$ cat config.mk
export PLATFORM = sky130hd
export DESIGN_NAME = ps2_host_tx
export DESIGN_NICKNAME = d
export VERILOG_FILES = /design/src/rtl/ps2_host_tx.sv
export SDC_FILE = /design/constraint.sdc
export NUM_CORES = 1
export LEC_CHECK = 0
export BUFFER_PORTS_ARGS = -buffer_cell sky130_fd_sc_hd__buf_2
export CAP_MARGIN = 20
export CORE_UTILIZATION = 60
export CTS_CLUSTER_DIAMETER = 100
export CTS_CLUSTER_SIZE = 12
export DETAILED_ROUTE_END_ITERATION = 10
export PLACE_DENSITY = 0.79
export SLEW_MARGIN = 20
export SYNTH_ARGS = -nofsm -noshare
export SYNTH_HDL_FRONTEND = slang
export SYNTH_SLANG_ARGS = --single-unit
$ cat constraint.sdc
create_clock -name CLK -period 2.5 [get_ports CLK]
set_input_delay 0.125 -clock CLK [delete_from_list [all_inputs] [get_ports CLK]]
set_output_delay 0.125 -clock CLK [all_outputs]
set_load 0.02 [all_outputs]
$ cat src/rtl/ps2_host_tx.sv
// ps2_host_tx: sends one command byte from the host to a PS/2 device.
// Build option: define PS2_TX_RETRY_EN to retry a failed byte once.
module ps2_host_tx #(
  parameter int INHIBIT_CYCLES = 10000,
  parameter int TIMEOUT_CYCLES = 2000000,
  parameter int FILTER_LEN     = 8
) (
  input  logic       CLK,
  input  logic       RST_N,
  input  logic [7:0] TX_DATA,
  input  logic       TX_START,
  input  logic       PS2CLK_IN,
  input  logic       PS2DATA_IN,
  output logic       PS2CLK_OE,
  output logic       PS2DATA_OE,
  output logic       TX_BUSY,
  output logic       TX_DONE,
  output logic       TX_ERR
);

  localparam int CNT_MAX =
    (INHIBIT_CYCLES > TIMEOUT_CYCLES) ?
    INHIBIT_CYCLES : TIMEOUT_CYCLES;
  localparam int CW = $clog2(CNT_MAX + 1);

  localparam logic [CW-1:0] INH_LAST = CW'(INHIBIT_CYCLES - 1);
  localparam logic [CW-1:0] INH_DATA = CW'(INHIBIT_CYCLES - 2);
  // TX_ERR registers one cycle after the match, so it lands
  // exactly TIMEOUT_CYCLES after the REQ cycle.
  localparam logic [CW-1:0] TO_LAST  = CW'(TIMEOUT_CYCLES - 2);

  typedef enum logic [2:0] {
    IDLE, INHIBIT, REQ, SHIFT, ACK, RELEASE
  } state_t;

  state_t state, state_d;

  logic [FILTER_LEN-1:0] clk_sr, dat_sr;
  logic                  clk_f, dat_f;
  logic                  clk_fall;

  logic [CW-1:0] cnt, cnt_d;
  logic [3:0]    bits, bits_d;
  logic [10:0]   shift, shift_d;
  logic          nack, nack_d;
  logic          clk_oe_d, dat_oe_d;
  logic          busy_d, done_d, err_d;
  logic          fail;

`ifdef PS2_TX_RETRY_EN
  logic [7:0] byte_q, byte_d;
  logic       retried, retried_d;
`endif

  // {stop, odd parity, data, start}; start is bit 0
  function automatic logic [10:0] frame(input logic [7:0] b);
    return {1'b1, ~^b, b, 1'b0};
  endfunction

  // glitch filter: level changes only when the window agrees
  always_ff @(posedge CLK) begin
    if (!RST_N) begin
      clk_sr <= '0;
      dat_sr <= '0;
      clk_f  <= 1'b0;
      dat_f  <= 1'b0;
    end else begin
      clk_sr <= {clk_sr[FILTER_LEN-2:0], PS2CLK_IN};
      dat_sr <= {dat_sr[FILTER_LEN-2:0], PS2DATA_IN};
      if (&clk_sr)       clk_f <= 1'b1;
      else if (~|clk_sr) clk_f <= 1'b0;
      if (&dat_sr)       dat_f <= 1'b1;
      else if (~|dat_sr) dat_f <= 1'b0;
    end
  end

  assign clk_fall = clk_f & ~|clk_sr;

  // state, datapath and registered line enables
  always_ff @(posedge CLK) begin
    if (!RST_N) begin
      state      <= IDLE;
      cnt        <= '0;
      bits       <= '0;
      shift      <= '0;
      nack       <= 1'b0;
      PS2CLK_OE  <= 1'b0;
      PS2DATA_OE <= 1'b0;
      TX_BUSY    <= 1'b0;
      TX_DONE    <= 1'b0;
      TX_ERR     <= 1'b0;
`ifdef PS2_TX_RETRY_EN
      byte_q     <= '0;
      retried    <= 1'b0;
`endif
    end else begin
      state      <= state_d;
      cnt        <= cnt_d;
      bits       <= bits_d;
      shift      <= shift_d;
      nack       <= nack_d;
      PS2CLK_OE  <= clk_oe_d;
      PS2DATA_OE <= dat_oe_d;
      TX_BUSY    <= busy_d;
      TX_DONE    <= done_d;
      TX_ERR     <= err_d;
`ifdef PS2_TX_RETRY_EN
      byte_q     <= byte_d;
      retried    <= retried_d;
`endif
    end
  end

  // next-state and next-output decode
  always_comb begin
    state_d  = state;
    cnt_d    = cnt;
    bits_d   = bits;
    shift_d  = shift;
    nack_d   = nack;
    clk_oe_d = PS2CLK_OE;
    dat_oe_d = PS2DATA_OE;
    busy_d   = TX_BUSY;
    done_d   = 1'b0;
    err_d    = 1'b0;
    fail     = 1'b0;
`ifdef PS2_TX_RETRY_EN
    byte_d    = byte_q;
    retried_d = retried;
`endif

    unique case (state)
      IDLE: begin
        busy_d = 1'b0;
        if (TX_START && !TX_BUSY) begin
          shift_d  = frame(TX_DATA);
          cnt_d    = '0;
          busy_d   = 1'b1;
          clk_oe_d = 1'b1;
          dat_oe_d = 1'b0;
          state_d  = INHIBIT;
`ifdef PS2_TX_RETRY_EN
          byte_d    = TX_DATA;
          retried_d = 1'b0;
`endif
        end
      end
      INHIBIT: begin
        cnt_d = cnt + 1'b1;
        if (cnt == INH_DATA) begin
          dat_oe_d = ~shift[0];
          shift_d  = {1'b1, shift[10:1]};
        end
        if (cnt == INH_LAST) begin
          clk_oe_d = 1'b0;
          state_d  = REQ;
        end
      end
      REQ: begin
        cnt_d    = '0;
        bits_d   = '0;
        dat_oe_d = 1'b1;
        state_d  = SHIFT;
      end
      SHIFT: begin
        cnt_d = cnt + 1'b1;
        if (clk_fall) begin
          dat_oe_d = ~shift[0];
          shift_d  = {1'b1, shift[10:1]};
          bits_d   = bits + 1'b1;
          if (bits == 4'd9) state_d = ACK;
        end
        if (cnt == TO_LAST) fail = 1'b1;
      end
      ACK: begin
        cnt_d = cnt + 1'b1;
        if (clk_fall) begin
          nack_d  = dat_f;
          state_d = RELEASE;
        end
        if (cnt == TO_LAST) fail = 1'b1;
      end
      RELEASE: begin
        if (clk_f && dat_f) begin
          if (nack) begin
            fail = 1'b1;
          end else begin
            done_d  = 1'b1;
            state_d = IDLE;
          end
        end
      end
      default: state_d = IDLE;
    endcase

`ifdef PS2_TX_RETRY_EN
    if (fail && !retried) begin
      retried_d = 1'b1;
      shift_d   = frame(byte_q);
      cnt_d     = '0;
      clk_oe_d  = 1'b1;
      dat_oe_d  = 1'b0;
      state_d   = INHIBIT;
    end else if (fail) begin
      err_d    = 1'b1;
      clk_oe_d = 1'b0;
      dat_oe_d = 1'b0;
      state_d  = IDLE;
    end
`else
    if (fail) begin
      err_d    = 1'b1;
      clk_oe_d = 1'b0;
      dat_oe_d = 1'b0;
      state_d  = IDLE;
    end
`endif
  end

endmodule

==> impl_metrics.py, run 1 <==
metrics = {
    "floorplan": {
        "ios": 18,
        "initial_core_util_pct": 62.20,
        "die_h_um": 74.77,
        "die_x_um": 74.77,
        "core_area_mm2": 0.005107,
        "die_area_mm2": 0.005590,
        "rows": 26,
    },
    "routing": {
        "wl_per_cell_um": 14.73,
        "drc": 0,
        "routed_wl_mm": 6.850,
        "via_per_inst": 5.877,
        "vias": 2733,
        "ant_nets": 0,
        "drtIter0Drc": 229,
        "dr.pass1.iters": 4,
    },
    "power_and_ir_drop": {
        "cellPowerDensity_mw_per_mm2": 780.5,
        "p_total_uw": 2785,
        "power.leakage_uw": 0.001274,
        "ir_drop_mv": 0.5423,
    },
    "setup_path": {
        "cp-start-kind": "flip-flop",
        "worstRegToRegCells": 5,
        "r2r_start": "cnt[10]",
        "r2r-end": "shift[5]",
        "worstSetupPathType": "reg2reg",
        "worst-path-max-fanout": 8,
        "critPathRequiredTime_ps": 2790,
        "cp.arrival_ps": 2310,
        "regToRegSetupSlack_ps": 480,
        "cp-end-kind": "flip-flop",
    },
    "synth": {
        "ys_ff_latch": 63,
        "synth_edf_count": 0,
        "syn-mean-instance-area_um2": 8.586,
        "synthArstFlopShare_pct": 0,
        "synthTopCellsByArea": "dfxtp_1, xnor2_1, nor2_1, and2_1, mux2i_1",
        "ys.flop_type": "dfxtp_1",
        "syn-cell-area_mm2": 0.003177,
        "synthTopCellsByCount": "dfxtp_1, nor2_1, nand2_1",
        "yosysTopAreaCell": "dfxtp_1",
        "synth_top_area_share_pct": 39.70,
        "synth_warnings": 0,
        "synth_seq_area_share_pct": 39.70,
        "syn-num-nets": 387,
        "synth_cell_type_count": 53,
        "synthCells": 370,
        "yosys.cell_count.top_type": "dfxtp_1",
    },
    "clock_tree": {
        "root_buffer": "clkbuf_8",
        "post_cts_buffers": 0,
        "clkLatencyLatePin_ps": 360,
        "clk_pin_slew_ps": 70,
        "cts.htree.levels": 3,
        "clock-sinks": 63,
        "clk_path_buf_depth": 2,
        "cts-buffers-inserted": 9,
        "cts_tree": "built",
    },
    "placement": {
        "dp_hpwl_mm": 4.555,
        "io_buffers": 17,
        "dp_slack_ps": 559.0,
        "gp_congestion": 0.8221,
    },
    "timing": {
        "worst_slew_pin_slew_ps": 638.0,
        "rsz0062_at_grt": "no",
        "setup_viol": 0,
        "setup_ws_ps": 479.8,
        "finalClockSkew_ps": 7.289,
        "period_share_pct": 80.81,
        "maxSlewViolCount": 0,
        "fin_crit_ps": 2020,
        "fmax_mhz": 495.0,
        "worst_slew_margin_rel_pct": 57.21,
        "tns_ps": 0,
        "hold_violations": 0,
    },
    "global_routing": {
        "grt_usage_pct": 26.72,
        "grt_pass1_vias": 2507,
        "grt_start_max_net_pins": 26,
        "antenna_found_initial": 0,
        "grt_pass1_wl_mm": 11.12,
        "grt_overflow": 0,
    },
    "hold_path": {
        "hp-class": "in2reg",
        "hp-start": "RST_N",
        "hold_depth": 2,
        "hold_end": "shift[10]",
    },
    "layout": {
        "antennaDiodeCount": 0,
        "fin_nets": 407,
        "fin_util_pct": 69.87,
        "drive_gt1_share_pct": 14.18,
        "syn2layout_area_growth_pct": 12.33,
    },
    "status": {
        "status": "finished, final reports clean",
    },
    "run": {
        "drv_cap": 0,
    },
}
## per-layer routing
| layer | vias to the layer above | GRT usage [%] | wire, um |
|---|---|---|---|
| met4 | 0 | 11.11 | 128 |
| met3 | 14 | 8.835 | 319 |
| met2 | 61 | 43.14 | 3169 |
| met5 | - | 0 | 0 |
| met1 | 1276 | 32.80 | 3232 |
| li1 | 1382 | - | - |
## where the power goes
group	total [uW]	internal (uW)	switching [uW]
sequential	1150	1080	67.5
combinational	704	277	427
clock	932	539	393
## cell families (layout without fill, tap and decap cells)
kind of cell | Yosys count | in the layout | share of synthesized area, %
and+or+nand+nor | 153 | 153 | 26.55
muxes | 11 | 11 | 3.466
adders and majority gates | 4 | 4 | 1.575
xor gates and xnor gates | 24 | 24 | 6.617
AOI/OAI and AO/OA | 84 | 84 | 18.12
DFF | 63 | 63 | 39.70
buffers and inverters | 31 | 56 | 3.978
## metrics by stage
stage                     hold slack [ps]  cells  cell area [um2]
after global routing                232.7    465             3568
after global placement              329.1    447             3339
after detailed placement            334.1    447             3339
after CTS                           194.8    465             3568
final                               199.1    465             3568
after floorplan                     252.3    370             3177
## critical path, cell delays in order, from the launching register on
cell      delay [ps]
dfxtp_1          410
nor4b_2          310
nand3b_1         230
o31ai_2          580
a22oi_1          230
a21oi_1          190
## sequential cells by signal (all words and copies together) (netlist names), 3 cells and up
register	count
clk_sr	8
bits	4
shift	11
state	3
dat_sr	8
cnt	21
## how the worst max path moves through the flow
stage          slack, ps   endpoint     start  depth (start not counted)
2_1_floorplan        660    cnt[11]   TX_BUSY                          6
6_report             480   shift[5]   cnt[10]                          5
4_1_cts              500   shift[5]   cnt[13]                          5
3_3_place_gp         600  PS2CLK_OE  state[1]                          6
5_1_grt              300   shift[5]   cnt[10]                          5
3_5_place_dp         560   shift[1]    cnt[5]                          5
## cell type report
type / instances / area, um2
clock buffers: 13 / 168.9
inverters: 11 / 41.29
clock inverters: 3 / 40.04
multi-input cells: 276 / 1789
well taps: 70 / 87.58
flip-flops and latches: 63 / 1261
fillers: 407 / 1539
repair buffers: 29 / 180.2
## repair_timing
| action | 4_1_cts | 5_1_grt |
|---|---|---|
| hold endpoints to repair | 2 | 0 |
| hold buffers | 2 | 0 |
| resized for setup | 0 | 0 |
## placed cells by master, fill, tap and decap left out, types with 3 or more instances in the layout
cell type  count
or3_1          8
and2_1        18
nand3_1       11
inv_1          9
clkbuf_8      12
nor4_2         3
o21ai_0       18
and4_1         3
nor3_1         9
a22oi_1        8
ha_1           4
and3_1         5
nand2_1       24
o31ai_1       11
xor2_1         3
buf_4         10
nor4_1         7
o21a_1         4
buf_2         17
nor2_1        41
a21oi_1       21
nor2b_1        3
dfxtp_1       63
nand4_1        8
a211oi_1       5
mux2i_1       11
xnor2_1       21
Note: power is estimated with default switching activity, not from simulation.
==> inputs of run 2 (changes only) <==
- ABC_AREA: unset -> 1
- CORE_UTILIZATION: 60 -> 61
- PLACE_DENSITY: 0.79 -> 0.8
- clock period: 2.5 -> 1.93 ns (I/O delays scaled with it)
==> run 2 against run 1 <==
Register-to-register slack got worse by 320 ps. Count of clock-buffer cells in the layout decreased by 2. Cell count increased by 28%. Sequential power increased by 38%. Global-route usage decreased by 0.49 points. Synthesized cell count increased by 34%. Non-clock buffer count decreased by 5. Worst hold slack got worse by 140 ps. Power increased by 61%. Final area increased by 4.7%. Critical path type unchanged.
==> impl_metrics.py, run 2 <==
metrics = {
    "setup_path": {
        "worst-path-max-fanout": 16,
        "critPathRequiredTime_ps": 2210,
        "cp-start-kind": "flip-flop",
        "crit_chain": "inv_4 -> nand2_4 -> nor2_4 -> a21oi_4 -> nand3_2 -> clkinv_2 -> nor2_1 -> nor2_1",
        "crit_path_top_delay_cell": "dfxtp_1",
        "cp.arrival_ps": 2040,
        "regToRegSetupSlack_ps": 160,
        "slowest_delay_ps": 470,
        "cp-end-kind": "flip-flop",
        "timing.critical_path.mode_cell": "nor2_1",
        "worstSetupPathType": "reg2reg",
    },
    "clock_tree": {
        "clk_pin_slew_ps": 70,
        "cts.htree.levels": 3,
        "clock-sinks": 63,
        "clkLatencyLatePin_ps": 340,
        "post_cts_buffers": 0,
        "cts_tree": "built",
        "cts-buffers-inserted": 9,
        "root_buffer": "clkbuf_8",
        "clk_path_buf_depth": 2,
    },
    "timing": {
        "worst_slew_margin_rel_pct": 71.39,
        "period_share_pct": 91.57,
        "hold_violations": 0,
        "fmax_mhz": 565.8,
        "rsz0062_at_grt": "no",
        "worst_slew_pin_slew_ps": 429.1,
        "fin_crit_ps": 1767,
        "finalClockSkew_ps": 4.295,
        "setup_ws_ps": 162.7,
        "tns_ps": 0,
        "maxSlewViolCount": 0,
        "setup_viol": 0,
    },
    "routing": {
        "dr_wl_met2_mm": 3.082,
        "vias": 3057,
        "met1Wirelength_mm": 3.496,
        "drtIter0Drc": 198,
        "ant_nets": 0,
        "top_layer": "met4",
        "dr.pass1.iters": 5,
        "wl_per_cell_um": 11.80,
        "via_per_inst": 5.138,
        "drc": 0,
        "wl_met3_um": 294,
        "routed_wl_mm": 7.020,
    },
    "global_routing": {
        "grt_pass1_wl_mm": 12.20,
        "grt_usage_pct": 26.23,
        "antenna_found_initial": 0,
        "grt_overflow": 0,
        "grt_start_max_net_pins": 21,
        "grt_pass1_vias": 2794,
    },
    "floorplan": {
        "ios": 18,
        "die_area_mm2": 0.005804,
        "die_h_um": 76.19,
        "die_x_um": 76.19,
        "rows": 26,
        "core_area_mm2": 0.005205,
        "initial_core_util_pct": 64.50,
    },
    "synth": {
        "yosysTopAreaCell": "dfxtp_1",
        "synthTopCellsByArea": "dfxtp_1, nand2_1, nor2_1, inv_1, nand3_1",
        "ys.flop_type": "dfxtp_1",
        "syn-mean-instance-area_um2": 6.768,
        "yosys.cell_count.top_type": "nand2_1",
        "synthCells": 496,
        "synth_edf_count": 0,
        "synth_top_area_share_pct": 37.57,
        "synth_cell_type_count": 41,
        "synthTopCellsByCount": "nand2_1, nor2_1, inv_1",
        "syn-num-nets": 513,
        "ys_ff_latch": 63,
        "synth_warnings": 0,
        "synthArstFlopShare_pct": 0,
        "syn-cell-area_mm2": 0.003357,
        "synth_seq_area_share_pct": 37.57,
    },
    "layout": {
        "top_register": "cnt",
        "largest_reg_flops": 21,
        "fin_nets": 537,
        "mostFrequentLayoutCell": "nand2_1",
        "drive_gt1_share_pct": 14.10,
        "syn2layout_area_growth_pct": 11.33,
        "reg.largest.list": "cnt (21), shift (11)",
        "final_cells": 595,
        "layout_common_cells": "nand2_1, nor2_1, inv_1",
        "antennaDiodeCount": 0,
    },
    "placement": {
        "dp_slack_ps": 248.7,
        "dp_cells": 577,
        "io_buffers": 17,
        "dp_hpwl_mm": 4.930,
        "gp_congestion": 0.8506,
    },
    "power_and_ir_drop": {
        "ir_drop_mv": 0.6153,
        "cellPowerDensity_mw_per_mm2": 1201,
        "power.leakage_uw": 0.001804,
    },
    "hold_path": {
        "hp-class": "in2reg",
    },
    "run": {
        "drv_cap": 0,
    },
    "status": {
        "status": "finished, final reports clean",
    },
}
-- run 2: cell count changes after synthesis, moves of 17 or more --
cell	before	now
nor2_1	41	67
and2_1	18	0
nand3_1	11	30
nand2_1	24	136
xnor2_1	21	4
inv_1	9	65
-- run 2: path summary, 6_finish.rpt --
check                 start   endpoint  cells after the start
setup / recovery   state[2]   shift[2]                      8
hold / removal     TX_START  PS2CLK_OE                      3
setup reg to reg   state[2]   shift[2]                      8
hold reg to reg   dat_sr[1]  dat_sr[2]                      2
-- run 2: kinds of logic (layout without fill, tap and decap cells) --
logic type      Yosys count  after routing  synth area share [%]
compound gates           43             43                 7.529
xor+xnor                 10             10                 2.609
fa+ha+maj                 4              4                 1.491
buf+inv                  85            114                 11.11
flops                    63             63                 37.57
simple gates            291            291                 39.69
-- run 2: cell type report --
type | instances | area [um2]
tap | 70 | 87.58
multi-input combinational | 348 | 1723
sequential | 63 | 1261
timing repair buffer | 24 | 142.6
fill | 460 | 1468
inverter | 74 | 291.5
clock inverter | 5 | 80.08
clock buffer | 11 | 151.4
-- run 2: critical path, delay by kind of cell, from the launching register on --
family	cells	cell delay [ps]
simple gates	5	640
flops	1	470
compound gates	1	340
buf+inv	2	250
-- run 2: power by group --
part	switching [uW]	internal (uW)	leakage, uW
clock network	523	795	0.000112
registers	121	1470	0.000513
logic	1070	508	0.00118
-- run 2: what timing repair did --
item                                    4_1_cts  5_1_grt
gates resized for setup                       0        0
endpoints found under the setup margin        0        0
endpoints found under the hold margin         2        0
hold buffers                                  2        0
-- run 2: routing by layer --
| metal | vias to the layer above | GRT usage [%] |
|---|---|---|
| met5 | - | 0 |
| met2 | 84 | 41.91 |
| met1 | 1348 | 34.74 |
| li1 | 1610 | - |
| met3 | 15 | 4.790 |
| met4 | 0 | 11.35 |
-- run 2: stage by stage --
step | hold slack [ps] | utilization (%) | cell area (um2) | power (uW)
finish | 54.96 | 71.80 | 3737 | 4487
global route | 66.53 | 71.80 | 3737 | 4809
CTS | 41.47 | 71.80 | 3737 | 4489
detailed placement | 282.9 | 66.97 | 3486 | 3153
global placement | 277.2 | 66.97 | 3486 | 3120
floorplan | 194.1 | - | 3357 | 2917
